`src/rtl/rvga_mem_arbiter.sv`:
```
// rvga_mem_arbiter: merges imem (read-only) and dmem (read/write) onto one shared single-port memory, one transaction outstanding.
// Latency: request seen in IDLE in cycle N -> mem_v_o in N+1; response pulse one cycle after mem_rvalid_i.
// Backpressure: mem_ready_i=0 holds mem_v_o/addr/we/wdata stable; each core channel holds its request until its own resp pulse.
//
// Ports:
//   clk_i, rst_i (async, active-low)
//   imem_v_i/imem_addr_i -> imem_data_o/imem_resp_v_o                      fetch channel
//   dmem_r_v_i/dmem_w_v_i/dmem_addr_i/dmem_data_i -> dmem_data_o/dmem_resp_v_o  data channel
//   mem_v_o/mem_we_o/mem_addr_o/mem_wdata_o, mem_ready_i, mem_rdata_i/mem_rvalid_i  shared memory
module rvga_mem_arbiter #(
    parameter int ADDR_W = 32,
    parameter int DATA_W = 32
) (
    input  logic              clk_i,
    input  logic              rst_i,
    input  logic              imem_v_i,
    input  logic [ADDR_W-1:0] imem_addr_i,
    output logic [DATA_W-1:0] imem_data_o,
    output logic              imem_resp_v_o,
    input  logic              dmem_r_v_i,
    input  logic              dmem_w_v_i,
    input  logic [ADDR_W-1:0] dmem_addr_i,
    input  logic [DATA_W-1:0] dmem_data_i,
    output logic [DATA_W-1:0] dmem_data_o,
    output logic              dmem_resp_v_o,
    output logic              mem_v_o,
    output logic              mem_we_o,
    output logic [ADDR_W-1:0] mem_addr_o,
    output logic [DATA_W-1:0] mem_wdata_o,
    input  logic              mem_ready_i,
    input  logic [DATA_W-1:0] mem_rdata_i,
    input  logic              mem_rvalid_i
);

    typedef enum logic [1:0] {ST_IDLE, ST_REQ, ST_WAIT} state_t;
    typedef enum logic {CH_I, CH_D} chan_t;

    state_t            state_q, state_d;
    chan_t             owner_q, last_grant_q, grant_ch;
    logic              grant, done;
    logic              pend_i, pend_d;
    logic [ADDR_W-1:0] addr_q;
    logic              we_q;
    logic [DATA_W-1:0] wdata_q;
    logic [DATA_W-1:0] idata_q, ddata_q;
    logic              iresp_q, dresp_q;

    assign pend_i = imem_v_i;
    // A simultaneous read+write strobe is treated as a write (we follows dmem_w_v_i).
    assign pend_d = dmem_r_v_i | dmem_w_v_i;

    always_ff @(posedge clk_i or negedge rst_i) begin
        if (!rst_i) state_q <= ST_IDLE;
        else        state_q <= state_d;
    end

    always_comb begin
        state_d  = state_q;
        grant    = 1'b0;
        grant_ch = CH_I;
        done     = 1'b0;
        case (state_q)
            ST_IDLE: begin
                // While a response pulse is on the outputs the core has not yet had a
                // chance to retire its request, so hold off granting for that cycle.
                if (!iresp_q && !dresp_q && (pend_i || pend_d)) begin
                    grant = 1'b1;
                    if (pend_i && pend_d) grant_ch = (last_grant_q == CH_I) ? CH_D : CH_I;
                    else                  grant_ch = pend_i ? CH_I : CH_D;
                    state_d = ST_REQ;
                end
            end
            ST_REQ: begin
                if (mem_ready_i) begin
                    // Zero-wait memory answers in the acceptance cycle itself.
                    if (mem_rvalid_i) begin
                        done    = 1'b1;
                        state_d = ST_IDLE;
                    end else begin
                        state_d = ST_WAIT;
                    end
                end
            end
            ST_WAIT: begin
                if (mem_rvalid_i) begin
                    done    = 1'b1;
                    state_d = ST_IDLE;
                end
            end
            default: state_d = ST_IDLE;
        endcase
    end

    always_ff @(posedge clk_i or negedge rst_i) begin
        if (!rst_i) begin
            owner_q      <= CH_I;
            last_grant_q <= CH_D;
            addr_q       <= '0;
            we_q         <= 1'b0;
            wdata_q      <= '0;
            idata_q      <= '0;
            ddata_q      <= '0;
            iresp_q      <= 1'b0;
            dresp_q      <= 1'b0;
        end else begin
            iresp_q <= done && (owner_q == CH_I);
            dresp_q <= done && (owner_q == CH_D);
            if (grant) begin
                owner_q      <= grant_ch;
                last_grant_q <= grant_ch;
                if (grant_ch == CH_D) begin
                    addr_q  <= dmem_addr_i;
                    we_q    <= dmem_w_v_i;
                    wdata_q <= dmem_data_i;
                end else begin
                    addr_q  <= imem_addr_i;
                    we_q    <= 1'b0;
                    wdata_q <= '0;
                end
            end
            if (done && (owner_q == CH_I))          idata_q <= mem_rdata_i;
            // Write acks carry no data; keep the last read word visible.
            if (done && (owner_q == CH_D) && !we_q) ddata_q <= mem_rdata_i;
        end
    end

    assign mem_v_o       = (state_q == ST_REQ);
    assign mem_we_o      = we_q;
    assign mem_addr_o    = addr_q;
    assign mem_wdata_o   = wdata_q;
    assign imem_data_o   = idata_q;
    assign dmem_data_o   = ddata_q;
    assign imem_resp_v_o = iresp_q;
    assign dmem_resp_v_o = dresp_q;

endmodule

```
`config.mk`:
```
export PLATFORM = sky130hd
export DESIGN_NAME = rvga_mem_arbiter
export DESIGN_NICKNAME = d
export VERILOG_FILES = /design/src/rtl/rvga_mem_arbiter.sv
export SDC_FILE = /design/constraint.sdc
export NUM_CORES = 1
export LEC_CHECK = 0
export ABC_AREA = 1
export ABC_CLOCK_PERIOD_IN_PS = 4600
export BUFFER_PORTS_ARGS = -buffer_cell sky130_fd_sc_hd__buf_2
export CAP_MARGIN = 15
export CORE_MARGIN = 5
export CORE_UTILIZATION = 30
export CTS_CLUSTER_DIAMETER = 80
export DETAILED_ROUTE_END_ITERATION = 12
export HOLD_SLACK_MARGIN = 0.15
export PLACE_DENSITY = 0.66
export SLEW_MARGIN = 30
export SYNTH_ARGS = -nofsm -noshare
export SYNTH_HDL_FRONTEND = slang
export SYNTH_SLANG_ARGS = --single-unit
```
`constraint.sdc`:
```
create_clock -name clk_i -period 4.6 [get_ports clk_i]
set_input_delay 0 -clock clk_i [delete_from_list [all_inputs] [get_ports clk_i]]
set_output_delay 0 -clock clk_i [all_outputs]
set_load 0.02 [all_outputs]
```
==> flow_results.xml <==
<?xml version="1.0" encoding="UTF-8"?>
<metrics>
  <group name="run_status">
    <metric name="outcome" unit="">complete, no violations</metric>
  </group>
  <group name="cells_and_area">
    <metric name="multi_input_comb_area" unit="sq mm">0.00184</metric>
    <metric name="areaGrowthSynthToFinish" unit="%">59.1</metric>
    <metric name="finalCoreUtilization" unit="">0.489</metric>
    <metric name="count_of_nets_after_finishing" unit="">1221</metric>
    <metric name="finish.instance_area" unit="sq mm">0.00924</metric>
    <metric name="finish.cell_count_without_fillers" unit="">1357</metric>
    <metric name="ratio_of_cells_with_drive_above_1_in_the_final_layout" unit="">0.286</metric>
    <metric name="num-fill-cells" unit="">1792</metric>
    <metric name="seq_area" unit="sq mm">0.00338</metric>
  </group>
  <group name="logic_synthesis">
    <metric name="yosys.area_share.simple" unit="">0.245</metric>
    <metric name="ys.warnings.count" unit="">0</metric>
    <metric name="mappedNetlistNets" unit="">836</metric>
    <metric name="ys_seq_area_frac" unit="">0.582</metric>
    <metric name="post_synth_num_cell_types" unit="">21</metric>
    <metric name="count_of_state_elements_after_synthesis" unit="">135</metric>
    <metric name="yosys.area_share.adder" unit="">0.00646</metric>
    <metric name="netlist_instances" unit="">698</metric>
    <metric name="yosys-mux-area-fraction" unit="">0</metric>
    <metric name="synth-xor-area-share" unit="">0</metric>
    <metric name="largest_family_of_logic_cells_by_synthesized_area" unit="">simple AND/OR/NAND/NOR gates</metric>
    <metric name="synth.cell_area" unit="sq mm">0.00581</metric>
    <metric name="synth_compound_area_frac" unit="">0.0612</metric>
    <metric name="avgSynthCellArea" unit="sq um">8.32</metric>
  </group>
  <group name="worst_setup_path">
    <metric name="cp_data_required_time" unit="ps">4900</metric>
    <metric name="critical_path_endpoint_category" unit="">register</metric>
    <metric name="regToRegSetupSlack" unit="ps">1960</metric>
    <metric name="setup.worst_path.start_class" unit="">register</metric>
    <metric name="timing_worst_setup_path_type" unit="">reg -&gt; reg</metric>
    <metric name="path_max_fanout" unit="">52</metric>
    <metric name="worst_path_arrival_time" unit="ps">2940</metric>
    <metric name="r2r_cells" unit="">8</metric>
    <metric name="worstReg2RegEnd" unit="">mem_addr_o[1]</metric>
    <metric name="critical_path.reg2reg.startpoint" unit="">last_grant_q</metric>
  </group>
  <group name="timing">
    <metric name="fin_ws" unit="ps">1960</metric>
    <metric name="setup_viol" unit="">0</metric>
    <metric name="setup_total_negative_slack" unit="ps">0</metric>
    <metric name="finalHoldViolCount" unit="">0</metric>
    <metric name="maxSlewHeadroom" unit="">0.458</metric>
    <metric name="slew_violations" unit="">0</metric>
    <metric name="max_freq" unit="MHz">379</metric>
    <metric name="post-route-min-period" unit="ps">2640</metric>
    <metric name="final.setup_skew" unit="ps">8.81</metric>
    <metric name="worst_slew_pin_slew" unit="ps">813</metric>
    <metric name="grt_setup_unrepaired" unit="">no</metric>
    <metric name="timing.final.crit_share" unit="">0.574</metric>
  </group>
  <group name="floorplanning">
    <metric name="die_width" unit="um">149</metric>
    <metric name="core_region_area" unit="sq mm">0.0189</metric>
    <metric name="floorplan.initialDensity" unit="">0.307</metric>
    <metric name="fp-row-count" unit="">50</metric>
    <metric name="die_area" unit="sq mm">0.0222</metric>
    <metric name="boundaryPins" unit="">267</metric>
    <metric name="die-height" unit="um">149</metric>
  </group>
  <group name="detailed_routing">
    <metric name="dr_total_vias" unit="">5931</metric>
    <metric name="length_of_the_first_detailed_routing_pass_in_iterations" unit="">4</metric>
    <metric name="route.detailed.vias_per_inst" unit="">4.37</metric>
    <metric name="routedWlPerCell" unit="um">13.8</metric>
    <metric name="wirelength" unit="um">18700</metric>
    <metric name="antenna_violating_nets_post_route" unit="">0</metric>
    <metric name="first_iter_violations" unit="">223</metric>
    <metric name="final_routed_drc_violation_total" unit="">0</metric>
  </group>
  <group name="run">
    <metric name="maxCapViolations" unit="">0</metric>
  </group>
  <group name="cts">
    <metric name="cts_buffer_depth" unit="">2</metric>
    <metric name="tritoncts" unit="">yes</metric>
    <metric name="clock-sinks" unit="">135</metric>
    <metric name="post_cts.repair.setup_buffers" unit="">0</metric>
    <metric name="clock_tree.root_cell" unit="">sky130_fd_sc_hd__clkbuf_16</metric>
    <metric name="cts-hold-fix-buffers" unit="">134</metric>
    <metric name="numCtsBuffers" unit="">17</metric>
    <metric name="clk_transition_reported_paths" unit="ps">70</metric>
    <metric name="clock_insertion_delay_worst_skew" unit="ps">410</metric>
    <metric name="cts.htree.levels" unit="">4</metric>
    <metric name="post_cts_resized" unit="">0</metric>
  </group>
  <group name="global_route">
    <metric name="initial_antenna_violation_count" unit="">1</metric>
    <metric name="first_global_vias" unit="">6227</metric>
    <metric name="first_pass_grt_wire_length" unit="um">30000</metric>
    <metric name="overflow" unit="">0</metric>
    <metric name="grt_start_max_net_pins" unit="">89</metric>
    <metric name="grt_use_total" unit="">0.167</metric>
  </group>
  <group name="hold_path">
    <metric name="hold_path_class" unit="">in -&gt; async</metric>
  </group>
  <group name="place">
    <metric name="placement.setup.worst_slack" unit="ps">2470</metric>
    <metric name="dp_hpwl" unit="um">12000</metric>
    <metric name="place.gp.congestion" unit="">0.764</metric>
    <metric name="port_buffers" unit="">266</metric>
    <metric name="post_dp_area" unit="sq mm">0.00732</metric>
    <metric name="dp_cells" unit="">1190</metric>
  </group>
  <group name="pwr">
    <metric name="p_leak" unit="nW">5.23</metric>
    <metric name="cellPowerDensity" unit="mW/mm^2">660</metric>
    <metric name="ir_drop" unit="mV">0.334</metric>
  </group>
</metrics>
[state kept, by name (all words and copies together), names as in the netlist]
signal,flops
mem_we_o,1
dmem_data_o,32
imem_resp_v_o,1
dmem_resp_v_o,1
last_grant_q,1
state_q,2
mem_wdata_o,32
owner_q,1
mem_addr_o,32
imem_data_o,32
[through the flow]
step / hold WS [ps] / power [mW]
floorplan: -296 / 3.66
global placement: 121 / 4.49
detailed placement: 128 / 4.55
CTS: 215 / 6.15
global route: 266 / 6.55
finish: 209 / 6.10
[placed cells by master, fill, tap and decap left out]
cell type and instances:
sky130_fd_sc_hd__nand4_1 1, sky130_fd_sc_hd__o21ai_1 10, sky130_fd_sc_hd__nor2_4 1, sky130_fd_sc_hd__dfrtp_1 134, sky130_fd_sc_hd__o21ai_0 56, sky130_fd_sc_hd__nand3b_4 1
sky130_fd_sc_hd__o21ai_4 1, sky130_fd_sc_hd__diode_2 1, sky130_fd_sc_hd__dfstp_2 1, sky130_fd_sc_hd__inv_1 105, sky130_fd_sc_hd__nor2_1 4, sky130_fd_sc_hd__ha_1 3
sky130_fd_sc_hd__inv_2 3, sky130_fd_sc_hd__clkinvlp_4 3, sky130_fd_sc_hd__buf_6 1, sky130_fd_sc_hd__buf_4 4, sky130_fd_sc_hd__nand2_4 2, sky130_fd_sc_hd__inv_8 4
sky130_fd_sc_hd__a21oi_2 1, sky130_fd_sc_hd__inv_6 4, sky130_fd_sc_hd__clkinv_4 2, sky130_fd_sc_hd__clkinv_8 2, sky130_fd_sc_hd__nand2_1 253, sky130_fd_sc_hd__buf_2 265
sky130_fd_sc_hd__dlygate4sd3_1 134, sky130_fd_sc_hd__or2_2 1, sky130_fd_sc_hd__nand3_1 83, sky130_fd_sc_hd__clkbuf_16 17
[worst max-delay path by stage]
stage	from	endpoint	slack, ps	depth (start not counted)
2_1_floorplan	state_q[1]	dmem_data_o[10]	2930	8
3_3_place_gp	last_grant_q	mem_addr_o[2]	2200	7
3_5_place_dp	state_q[0]	mem_addr_o[26]	2470	9
4_1_cts	last_grant_q	mem_addr_o[2]	1990	8
5_1_grt	last_grant_q	mem_addr_o[1]	1790	8
6_report	last_grant_q	mem_addr_o[1]	1960	8
[cells in the mapped netlist]
cell | instances | area [sq um]
sky130_fd_sc_hd__nor2_1 | 4 | 15.0
sky130_fd_sc_hd__inv_2 | 3 | 11.3
sky130_fd_sc_hd__dfrtp_1 | 134 | 3350
sky130_fd_sc_hd__inv_1 | 105 | 394
sky130_fd_sc_hd__clkbuf_1 | 12 | 45.0
sky130_fd_sc_hd__or2_2 | 1 | 6.26
sky130_fd_sc_hd__nand4_1 | 1 | 6.26
sky130_fd_sc_hd__o21ai_1 | 10 | 50.1
sky130_fd_sc_hd__a21oi_2 | 1 | 8.76
sky130_fd_sc_hd__nand2_2 | 1 | 6.26
sky130_fd_sc_hd__dfstp_2 | 1 | 26.3
sky130_fd_sc_hd__nand3b_2 | 1 | 11.3
sky130_fd_sc_hd__nand3_1 | 83 | 415
sky130_fd_sc_hd__nor2_4 | 1 | 11.3
sky130_fd_sc_hd__o21ai_0 | 56 | 280
sky130_fd_sc_hd__ha_1 | 3 | 37.5
sky130_fd_sc_hd__nand2_1 | 254 | 953
sky130_fd_sc_hd__buf_6 | 3 | 33.8
sky130_fd_sc_hd__o21ai_4 | 1 | 16.3
sky130_fd_sc_hd__buf_2 | 19 | 95.1
sky130_fd_sc_hd__buf_4 | 4 | 30.0
[power by group]
| group | switching (mW) | internal (mW) |
|---|---|---|
| Clock | 0.594 | 0.721 |
| Combinational | 1.79 | 0.991 |
| Sequential | 0.285 | 1.72 |
| Total | 2.66 | 3.44 |
[cell type report]
cell class	count	area share
repair buffers	404	0.293
inverters	108	0.0439
clock inverters	15	0.0165
multi-input cells	417	0.199
clock buffers	17	0.0460
well taps	260	0.0352
flip-flops and latches	135	0.366
diodes	1	0.000271
[kinds of logic after synthesis]
family,count (synthesis)
buf+inv,146
fa+ha+maj,3
flops,135
compound gates,68
simple gates,346
[metal layers]
| layer | vias to the layer above | GRT usage | part of all wire |
|---|---|---|---|
| met2 | 231 | 0.294 | 0.51 |
| met1 | 2746 | 0.191 | 0.39 |
| met3 | 50 | 0.0407 | 0.066 |
| li1 | 2904 | - | - |
| met5 | - | 0 | 0 |
| met4 | 0 | 0.0769 | 0.034 |
[worst max-delay path, cell delays in order, from the launching register on]
cell and delay, ps:
sky130_fd_sc_hd__dfstp_2 520, sky130_fd_sc_hd__inv_1 60, sky130_fd_sc_hd__o21ai_4 220, sky130_fd_sc_hd__nand2_4 490, sky130_fd_sc_hd__inv_2 420, sky130_fd_sc_hd__nand2_1 90, sky130_fd_sc_hd__nand3_1 80, sky130_fd_sc_hd__dlygate4sd3_1 570
sky130_fd_sc_hd__nand2_1 50
No activity file was read; power rests on OpenSTA's default activity.
